## config.mk

```make
export PLATFORM = sky130hd
export DESIGN_NAME = sprite_line_buffer
export DESIGN_NICKNAME = d
export VERILOG_FILES = /design/src/rtl/sprite_line_buffer_pkg.sv /design/src/rtl/sprite_line_buffer_bank_ram.sv /design/src/rtl/sprite_line_buffer.sv
export SDC_FILE = /design/constraint.sdc
export NUM_CORES = 2
export LEC_CHECK = 0
export BUFFER_PORTS_ARGS = -buffer_cell sky130_fd_sc_hd__buf_2
export CAP_MARGIN = 20
export CORE_ASPECT_RATIO = 1.4
export CORE_MARGIN = 3
export CORE_UTILIZATION = 33
export DETAILED_ROUTE_END_ITERATION = 10
export PLACE_DENSITY_LB_ADDON = 0.12
export SLEW_MARGIN = 20
export SYNTH_ARGS = -nofsm -noshare
export SYNTH_HDL_FRONTEND = slang
export SYNTH_HIERARCHICAL = 1
export SYNTH_SLANG_ARGS = --single-unit
```

## constraint.sdc

```tcl
create_clock -name clkm_6MHZ -period 3.8 [get_ports clkm_6MHZ]
set_input_delay 0.76 -clock clkm_6MHZ [delete_from_list [all_inputs] [get_ports clkm_6MHZ]]
set_output_delay 0.76 -clock clkm_6MHZ [all_outputs]
set_load 0.01 [all_outputs]
```

## src/rtl/sprite_line_buffer_pkg.sv

```systemverilog
// Shared video definitions for the sprite line buffer: default widths,
// hcount encoding and the pixel transparency test.
`timescale 1ns/1ps
package sprite_line_buffer_pkg;

    localparam int LB_AW            = 8;  // X address width, 256 pixels per line
    localparam int LB_DW            = 6;  // palette bank plus colour
    localparam int LB_TW            = 3;  // colour LSBs that encode transparency
    localparam int LB_HC_W          = 9;
    localparam int LB_HC_ACTIVE_BIT = 8;  // hcount[8] = active region

    typedef enum logic {
        ST_CLEAR = 1'b0,
        ST_RUN   = 1'b1
    } lb_state_e;

    // A pixel is transparent when its low tw bits are all zero.
    function automatic logic is_transparent(input logic [31:0] data, input int tw);
        logic [31:0] mask;
        mask = (32'd1 << tw) - 32'd1;
        return (data & mask) == '0;
    endfunction

endpackage

```

## src/rtl/sprite_line_buffer_bank_ram.sv

```systemverilog
// One line-buffer bank: a read-first clear port (registered read, writes 0)
// and an independent write port.
`timescale 1ns/1ps
module lb_bank_ram
    import sprite_line_buffer_pkg::*;
#(
    parameter int AW = LB_AW,
    parameter int DW = LB_DW
) (
    input  logic          i_clk,
    input  logic [AW-1:0] i_a_addr,
    input  logic          i_a_clr,
    output logic [DW-1:0] o_a_rdata,
    input  logic          i_b_we,
    input  logic [AW-1:0] i_b_addr,
    input  logic [DW-1:0] i_b_wdata
);

    logic [DW-1:0] r_mem [2**AW];

    // NOTE: the array has no reset; the CLEAR state zeroes it explicitly so it maps onto block RAM.
    always_ff @(posedge i_clk) begin
        o_a_rdata <= r_mem[i_a_addr];
        if (i_a_clr) r_mem[i_a_addr] <= '0;
        if (i_b_we)  r_mem[i_b_addr] <= i_b_wdata;
    end

endmodule

```

## src/rtl/sprite_line_buffer.sv

```systemverilog
// Ping-pong sprite line buffer: the sprite engine fills bank ~bank while the
// display reads-and-clears bank `bank`; banks swap on the rising edge of hbl.
`timescale 1ns/1ps
module sprite_line_buffer
    import sprite_line_buffer_pkg::*;
#(
    parameter int AW = LB_AW,
    parameter int DW = LB_DW,
    parameter int TW = LB_TW
) (
    input  logic          clkm_6MHZ,
    input  logic          RESET,
    input  logic [8:0]    hcount,
    input  logic          hbl,
    input  logic          wr_valid,
    input  logic [AW-1:0] wr_x,
    input  logic [DW-1:0] wr_data,
    output logic          wr_ready,
    output logic          bank,
    output logic          line_swap,
    output logic [DW-1:0] pix_out
);

    lb_state_e     r_state, w_state_next;
    logic          w_clearing, w_run;
    logic [AW-1:0] r_clr_cnt;
    logic          r_prev_hbl, r_bank, r_line_swap, w_hbl_rise;
    logic          r_s1_valid, r_s1_tag, r_s2_valid, r_s2_tag, r_s3_valid, r_s3_tag;
    logic [AW-1:0] r_s1_x, r_s2_x, r_s3_x;
    logic [DW-1:0] r_s1_data, r_s2_data;
    logic          w_s1_write, w_s1_old_opaque, w_s2_hit, w_s3_hit;
    logic [DW-1:0] w_s1_old, w_rd0, w_rd1;
    logic [AW-1:0] w_a_addr0, w_a_addr1;
    logic          w_a_clr0, w_a_clr1;
    logic          r_disp_valid, r_disp_bank;
    logic          w_unused_active;

    assign w_unused_active = hcount[LB_HC_ACTIVE_BIT];

    // NOTE: sequential state uses non-blocking assignments so every register samples pre-edge values.
    always_ff @(posedge clkm_6MHZ or posedge RESET) begin
        if (RESET) r_state <= ST_CLEAR;
        else       r_state <= w_state_next;
    end

    // NOTE: default assignment first, so no path through the block can infer a latch.
    always_comb begin
        w_state_next = r_state;
        case (r_state)
            ST_CLEAR: if (r_clr_cnt == '1) w_state_next = ST_RUN;
            ST_RUN:   w_state_next = ST_RUN;
            default:  w_state_next = ST_CLEAR;
        endcase
    end

    always_comb begin
        w_clearing = 1'b0;
        w_run      = 1'b0;
        case (r_state)
            ST_CLEAR: w_clearing = 1'b1;
            ST_RUN:   w_run      = 1'b1;
            default:  w_clearing = 1'b1;
        endcase
    end

    assign wr_ready = w_run;

    always_ff @(posedge clkm_6MHZ or posedge RESET) begin
        if (RESET)           r_clr_cnt <= '0;
        else if (w_clearing) r_clr_cnt <= r_clr_cnt + 1'b1;
    end

    assign w_hbl_rise = w_run & hbl & ~r_prev_hbl;

    always_ff @(posedge clkm_6MHZ or posedge RESET) begin
        if (RESET) begin
            r_prev_hbl  <= 1'b1;
            r_bank      <= 1'b0;
            r_line_swap <= 1'b0;
        end else begin
            r_prev_hbl  <= hbl;
            r_bank      <= r_bank ^ w_hbl_rise;
            r_line_swap <= w_hbl_rise;
        end
    end

    // Stage 1 sees the RAM read-first value; the pending write (s2) and the one
    // just committed (s3) are not in it yet, so a tag/X hit means "already opaque".
    assign w_s1_old        = r_s1_tag ? w_rd1 : w_rd0;
    assign w_s2_hit        = r_s2_valid & (r_s2_x == r_s1_x) & (r_s2_tag == r_s1_tag);
    assign w_s3_hit        = r_s3_valid & (r_s3_x == r_s1_x) & (r_s3_tag == r_s1_tag);
    assign w_s1_old_opaque = ~is_transparent(32'(w_s1_old), TW) | w_s2_hit | w_s3_hit;
    assign w_s1_write      = r_s1_valid & ~is_transparent(32'(r_s1_data), TW) & ~w_s1_old_opaque;

    always_ff @(posedge clkm_6MHZ or posedge RESET) begin
        if (RESET) begin
            r_s1_valid <= 1'b0;
            r_s1_tag   <= 1'b0;
            r_s1_x     <= '0;
            r_s1_data  <= '0;
            r_s2_valid <= 1'b0;
            r_s2_tag   <= 1'b0;
            r_s2_x     <= '0;
            r_s2_data  <= '0;
            r_s3_valid <= 1'b0;
            r_s3_tag   <= 1'b0;
            r_s3_x     <= '0;
        end else begin
            r_s1_valid <= wr_valid & wr_ready;
            r_s1_tag   <= ~r_bank;
            r_s1_x     <= wr_x;
            r_s1_data  <= wr_data;
            r_s2_valid <= w_s1_write;
            r_s2_tag   <= r_s1_tag;
            r_s2_x     <= r_s1_x;
            r_s2_data  <= r_s1_data;
            r_s3_valid <= r_s2_valid;
            r_s3_tag   <= r_s2_tag;
            r_s3_x     <= r_s2_x;
        end
    end

    // Port A of the display bank reads-and-clears hcount; the write bank's port A
    // serves the stage-1 lookup. CLEAR drives both banks.
    assign w_a_addr0 = w_clearing ? r_clr_cnt : (r_bank ? wr_x : hcount[AW-1:0]);
    assign w_a_addr1 = w_clearing ? r_clr_cnt : (r_bank ? hcount[AW-1:0] : wr_x);
    assign w_a_clr0  = w_clearing | (w_run & ~r_bank & ~hbl);
    assign w_a_clr1  = w_clearing | (w_run &  r_bank & ~hbl);

    lb_bank_ram #(.AW(AW), .DW(DW)) u_bank0 (
        .i_clk     (clkm_6MHZ),
        .i_a_addr  (w_a_addr0),
        .i_a_clr   (w_a_clr0),
        .o_a_rdata (w_rd0),
        .i_b_we    (r_s2_valid & ~r_s2_tag),
        .i_b_addr  (r_s2_x),
        .i_b_wdata (r_s2_data)
    );

    lb_bank_ram #(.AW(AW), .DW(DW)) u_bank1 (
        .i_clk     (clkm_6MHZ),
        .i_a_addr  (w_a_addr1),
        .i_a_clr   (w_a_clr1),
        .o_a_rdata (w_rd1),
        .i_b_we    (r_s2_valid & r_s2_tag),
        .i_b_addr  (r_s2_x),
        .i_b_wdata (r_s2_data)
    );

    always_ff @(posedge clkm_6MHZ or posedge RESET) begin
        if (RESET) begin
            r_disp_valid <= 1'b0;
            r_disp_bank  <= 1'b0;
        end else begin
            r_disp_valid <= w_run & ~hbl;
            r_disp_bank  <= r_bank;
        end
    end

    assign pix_out   = r_disp_valid ? (r_disp_bank ? w_rd1 : w_rd0) : '0;
    assign bank      = r_bank;
    assign line_swap = r_line_swap;

endmodule

```

* Word-level counts from Yosys, hierarchy flattened *
Memory sizes are Yosys's and may differ from the RTL's. A register that Yosys moved wholly into a read port is not among the register bits.
Cells that the tools add are included.

word-level totals
  register bits = 56
  memories = 2
  latch bits = 0
  ROM bits = 0
  memory bits (writable) = 3072
  word-level logic and storage cells = 76
  bits of input ports = 27

memories
  memory         depth  bits a word  rd ports  clocked after memory_dff  wr ports  line                               RTL
  u_bank0.r_mem  256    6            1         1                         2         sprite_line_buffer_bank_ram.sv:19  logic [DW-1:0] r_mem [2**AW];
  u_bank1.r_mem  256    6            1         1                         2         sprite_line_buffer_bank_ram.sv:19

cells by class
  mux-type cells = 19
  bitwise operators = 29
  div/mod/pow operators = 0
  magnitude comparators = 0
  shift operators = 0
  reductions and logical operators = 2
  eq/ne operators = 5
  $mul = 0
  $add $sub $neg = 1

operators by type and width
  operator                                                        count
  32-bit logical NOT                                              2
  8-bit 2-to-1 mux                                                4
  1-bit bitwise AND                                               16
  8-bit equality test                                             2
  6-bit 2-to-1 mux                                                2
  1-bit 2-to-1 mux                                                11
  8-bit by 1-bit adder with 8-bit output (second input constant)  1
  8-bit equality test (second input constant)                     1
  1-bit NOT                                                       8
  1-bit bitwise OR                                                4
  3-bit 2-to-1 mux                                                1
  1-bit equality test                                             2
  1-bit one-hot mux with 2 select lines                           1
  1-bit bitwise XOR                                               1

* Logic depth before layout (Yosys ltp) *
  depth after elaboration = 7
  depth in mapped cells = 13
  mapped depth without buffers = 7

* Cells and area by module *
Netlist, hierarchy kept.

by module, submodules not included
  module              times used  cells an instance  sequential area each (um2)  area an instance (um2)
  lb_bank_ram         2           5099               46244.4                     72345.6
  sprite_line_buffer  1           177                1402.6                      2243.4

* Least setup slack after synthesis *
No wires, ideal clock.

  path kind = reg2reg
  from = register r_bank (netlist: bank)
  to = memory u_bank1/r_mem[53][0] (netlist bit) (enable)
  required time = 3433 ps
  stages on the path, launching flop included = 11
  setup slack = 711 ps
  data arrival time = 2722 ps
  path buffers = 5
  clock period less this slack = 3089 ps
  cell sequence = dfrtp_1 -> buf_4 -> buf_4 -> mux2i_1 -> a21oi_1 -> nor2b_1 -> clkbuf_1 -> buf_2 -> buf_1 -> nand2_1 -> o22ai_1

RTL lines
  what                    line                               RTL
  start, declared         sprite_line_buffer.sv:27           logic r_prev_hbl, r_bank, r_line_swap, w_hbl_rise;
  start signal, assigned  sprite_line_buffer.sv:82           r_bank <= r_bank ^ w_hbl_rise;
  end, declared           sprite_line_buffer_bank_ram.sv:19

* Final worst setup path *
  from = register r_state
  to = register u_bank0.o_a_rdata[2] (read register of u_bank0.r_mem)

on the way
  word-level cells in the longest chain between the ends = 1

ends and longest elaborated chain
  what                    line                               RTL
  start, declared         sprite_line_buffer.sv:24           lb_state_e r_state, w_state_next;
  start signal, assigned  sprite_line_buffer.sv:43           else r_state <= w_state_next;
  8-bit 2-to-1 mux        sprite_line_buffer.sv:125          assign w_a_addr0 = w_clearing ? r_clr_cnt : (r_bank ? wr_x : hcount[AW-1:0]);
  net w_a_addr0[0]        sprite_line_buffer.sv:33           logic [AW-1:0] w_a_addr0, w_a_addr1;
  end, declared           sprite_line_buffer_bank_ram.sv:13  output logic [DW-1:0] o_a_rdata,

The timed path passes the listed nets, and every way through them passes these cells.
A chain may end at the register's enable or synchronous reset.

==> impl_metrics.json <==
{
  "globalRouteOverflowTotal": 0,
  "layout-drive-gt1-share_pct": 24.49,
  "cts_buffers": 352,
  "grt_max_degree": 168,
  "cp.required_ns": 4.61,
  "tritoncts": "yes",
  "synth_top_area_cell": "edfxtp_1",
  "numPlacedInstances": 16110,
  "ioPinCount": 36,
  "first_pass_iters": 8,
  "syn_area_mm2": 0.1469,
  "fin_nets": 10680,
  "drcViolationCount": 0,
  "cp.arrival_ns": 4.51,
  "critPathMaxStageDelay_ns": 0.63,
  "nFillCells": 40700,
  "fin_setup_tns_ns": 0,
  "area_delta_synth_final_pct": 17.64,
  "drt_wl_total_um": 499000,
  "cp-start-kind": "flop",
  "ys_ff_latch": 3140,
  "clockBufferDepth": 4,
  "seqCellArea_mm2": 0.09392,
  "fin_ws_ns": 0.1090,
  "maxCapViolations": 0,
  "critPathKind": "reg2reg",
  "end_kind": "flop",
  "avgSynthCellArea_um2": 14.16,
  "die_w_um": 570.0,
  "grt_pass1_vias": 96680,
  "antenna_found_initial": 44,
  "std_cell_rows": 289,
  "core-area_mm2": 0.4430,
  "yosysTopAreaCellShare_pct": 62.78,
  "crit_family": "compound AO/OA/AOI/OAI gates",
  "path_clk_slew_ns": 0.06,
  "die-area_mm2": 0.4534,
  "critPathBufInv": 4,
  "pre_cts_ws_ns": -0.5563,
  "place.gp.congestion": 0.8691,
  "max_slew_margin_pct": 29.35,
  "slew_violations": 0,
  "cts_setup_buffers": 0,
  "power.density_mw_per_mm2": 418.9,
  "portBuffers": 34,
  "vdd.ir_drop.worst_mv": 0.3556,
  "tightest_slew_ns": 1.060,
  "critPathMaxFanout": 15,
  "wl_met1_um": 186400,
  "synth_cells": 10380,
  "multi_input_area_mm2": 0.04823,
  "drt-initial-drc-count": 8880,
  "die_h_um": 795.5,
  "grt_use_total_pct": 21.53,
  "synth.area.top_cells": "edfxtp_1 63%, mux4_2 12%, and3_1 11%, clkbuf_1 3.0%, a22oi_1 2.0%",
  "via_per_inst": 5.515,
  "p_total_w": 0.07241,
  "setup_viol": 0,
  "crit_chain": "nor2_1 > a21oi_4 > buf_12 > buf_12 > mux4_2 > a22oi_1 > buf_4 > a21oi_1 > o41ai_2 > buf_4 > nand4_1",
  "root_buffer": "clkbuf_16",
  "hold_path_class": "in2reg",
  "leakagePower_nw": 59.78,
  "yosysWarnings": 6,
  "ys_seq_area_share_pct": 63.90,
  "insertion_delay_ns": 0.97,
  "fin_skew_ns": 0.05946,
  "fmax_mhz": 270.9,
  "finalHoldViolations": 0,
  "cts.sinks": 3140,
  "status": "finished clean",
  "synth_nets": 10400,
  "crit_path_top_delay_cell": "o41ai_2",
  "wl_per_cell_um": 29.77,
  "final_cells": 16760,
  "grt_setup_unrepaired": "false",
  "met2RoutedLength_um": 265800,
  "cts_max_level": 5,
  "hpwl_um": 315600,
  "start_util_pct": 33.17,
  "num_vias": 92450,
  "finalWorstPathRequiredPeriod_ns": 3.691,
  "routed.top_layer": "met5",
  "grt_pass1_wl_um": 712600,
  "ant_nets": 0,
  "wl_met3_um": 23600,
  "synth.distinct_cells": 38,
  "layout_worst_path_cycle_share_pct": 97.13,
  "fin_hold_ws_ns": 0.07083
}
==> synth_stat cells <==
| cell | number |
|---|---|
| nor4_1 | 7 |
| o41ai_2 | 12 |
| or3_1 | 4 |
| ha_1 | 1 |
| nand2_1 | 540 |
| nor2_1 | 147 |
| nand2b_1 | 25 |
| mux2_2 | 1 |
| nand3_1 | 23 |
| a21oi_1 | 209 |
| inv_1 | 4 |
| and3_1 | 2689 |
| dfstp_2 | 1 |
| nor3_1 | 9 |
| dfrtp_1 | 55 |
| buf_4 | 16 |
| o41ai_1 | 36 |
| nor4b_1 | 4 |
| o22ai_1 | 64 |
| dfxtp_1 | 12 |
| o21bai_1 | 1 |
| mux2i_1 | 22 |
| nand4_1 | 16 |
| buf_2 | 67 |
| nor2b_1 | 24 |
| mux4_2 | 768 |
| buf_1 | 72 |
| a22oi_1 | 384 |
| o21ai_0 | 450 |
| and2_1 | 390 |
| or2_2 | 8 |
| nand4b_1 | 1 |
| o31ai_1 | 1 |
| edfxtp_1 | 3072 |
| clkbuf_1 | 1174 |
| xnor2_1 | 8 |
| buf_6 | 40 |
| xor2_1 | 18 |
==> per-layer routing <==
metal | up-vias | track usage, %
met2 | 2801 | 39.61
met4 | 4 | 9.056
met5 | - | 0
met1 | 48130 | 25.21
li1 | 40740 | -
met3 | 780 | 2.450
==> layout make-up <==
type	instances	share of cell area [%]
flip-flops and latches	3140	54.33
clock inverters	194	1.066
multi-input cells	5862	27.90
inverters	4	0.009410
well taps	5820	4.213
diodes	20	0.02895
repair buffers	1294	7.057
clock buffers	429	5.396
==> final timing paths <==
check	start	to	slack [ns]	cells after the start
worst min register to register	r_s1_data[5]	r_s2_data[5]	0.36	0
max in group asynchronous	RESET	r_prev_hbl	2.60	4
worst max-delay path	r_state	u_bank0/o_a_rdata[2]	0.11	11
min in group asynchronous	RESET	r_s2_data[5]	0.43	3
worst max register to register	r_state	u_bank0/o_a_rdata[2]	0.11	11
worst min-delay path	wr_x[4]	r_s1_x[4]	0.07	1
==> sequential cells by signal, indices dropped and copies added (netlist names), 6 cells and up <==
signal / flops
r_s1_x: 8
r_s3_x: 8
u_bank0/o_a_rdata: 6
r_clr_cnt: 8
u_bank1/r_mem: 1536
u_bank0/r_mem: 1536
r_s1_data: 6
r_s2_data: 6
r_s2_x: 8
u_bank1/o_a_rdata: 6
==> layout by cell type, fill, tap and decap left out, types with 12 or more instances in the layout <==
master and count:
clkbuf_1 63, nor2_4 52, buf_2 34, o21ai_0 446, clkinv_2 53, mux4_2 768, xor2_1 18, dlygate4sd3_1 14
diode_2 20, bufinv_16 34, clkbuf_16 360, a21oi_1 202, clkinv_1 83, and2_1 388, a22oi_1 384, edfxtp_1 3072
o22ai_1 64, nand2_1 524, nor2b_1 20, nand2b_1 23, o41ai_2 28, o41ai_1 18, nand2_2 16, nand4_1 16
nand3_1 15, mux2i_1 22, dfxtp_1 12, dfrtp_1 48, nor2_1 95, buf_12 201, and3_1 2689, buf_4 1044
==> power breakdown <==
part | switching, W | leakage, nW | internal [W]
clock | 0.0141 | 5.46 | 0.0197
combinational | 0.000870 | 32.3 | 0.000176
sequential | 0.0000990 | 22.0 | 0.0374
==> kinds of logic after synthesis <==
| kind of cell | Yosys count | synth area share, % |
|---|---|---|
| compound gates | 1157 | 4.837 |
| xor+xnor | 26 | 0.1550 |
| fa+ha+maj | 1 | 0.008514 |
| buf+inv | 1373 | 3.810 |
| flops | 3140 | 63.90 |
| mux | 791 | 11.93 |
| simple gates | 3887 | 15.36 |
==> stage by stage <==
step / utilization (%) / instance area (um2)
6_report: 39.02 / 172900
5_1_grt: 39.01 / 172800
4_1_cts: 39.01 / 172800
3_5_place_dp: 36.44 / 161400
3_3_place_gp: 36.42 / 161300
2_1_floorplan: - / 146900
==> what timing repair did <==
| action | in CTS | in global routing |
|---|---|---|
| hold buffers | 14 | 0 |
| pin swaps | 0 | 3 |
| endpoints found under the setup margin | 6 | 4 |
| gates resized for setup | 8 | 2 |
| hold endpoints to repair | 35 | 0 |
Note: power is estimated with default switching activity, not from simulation.
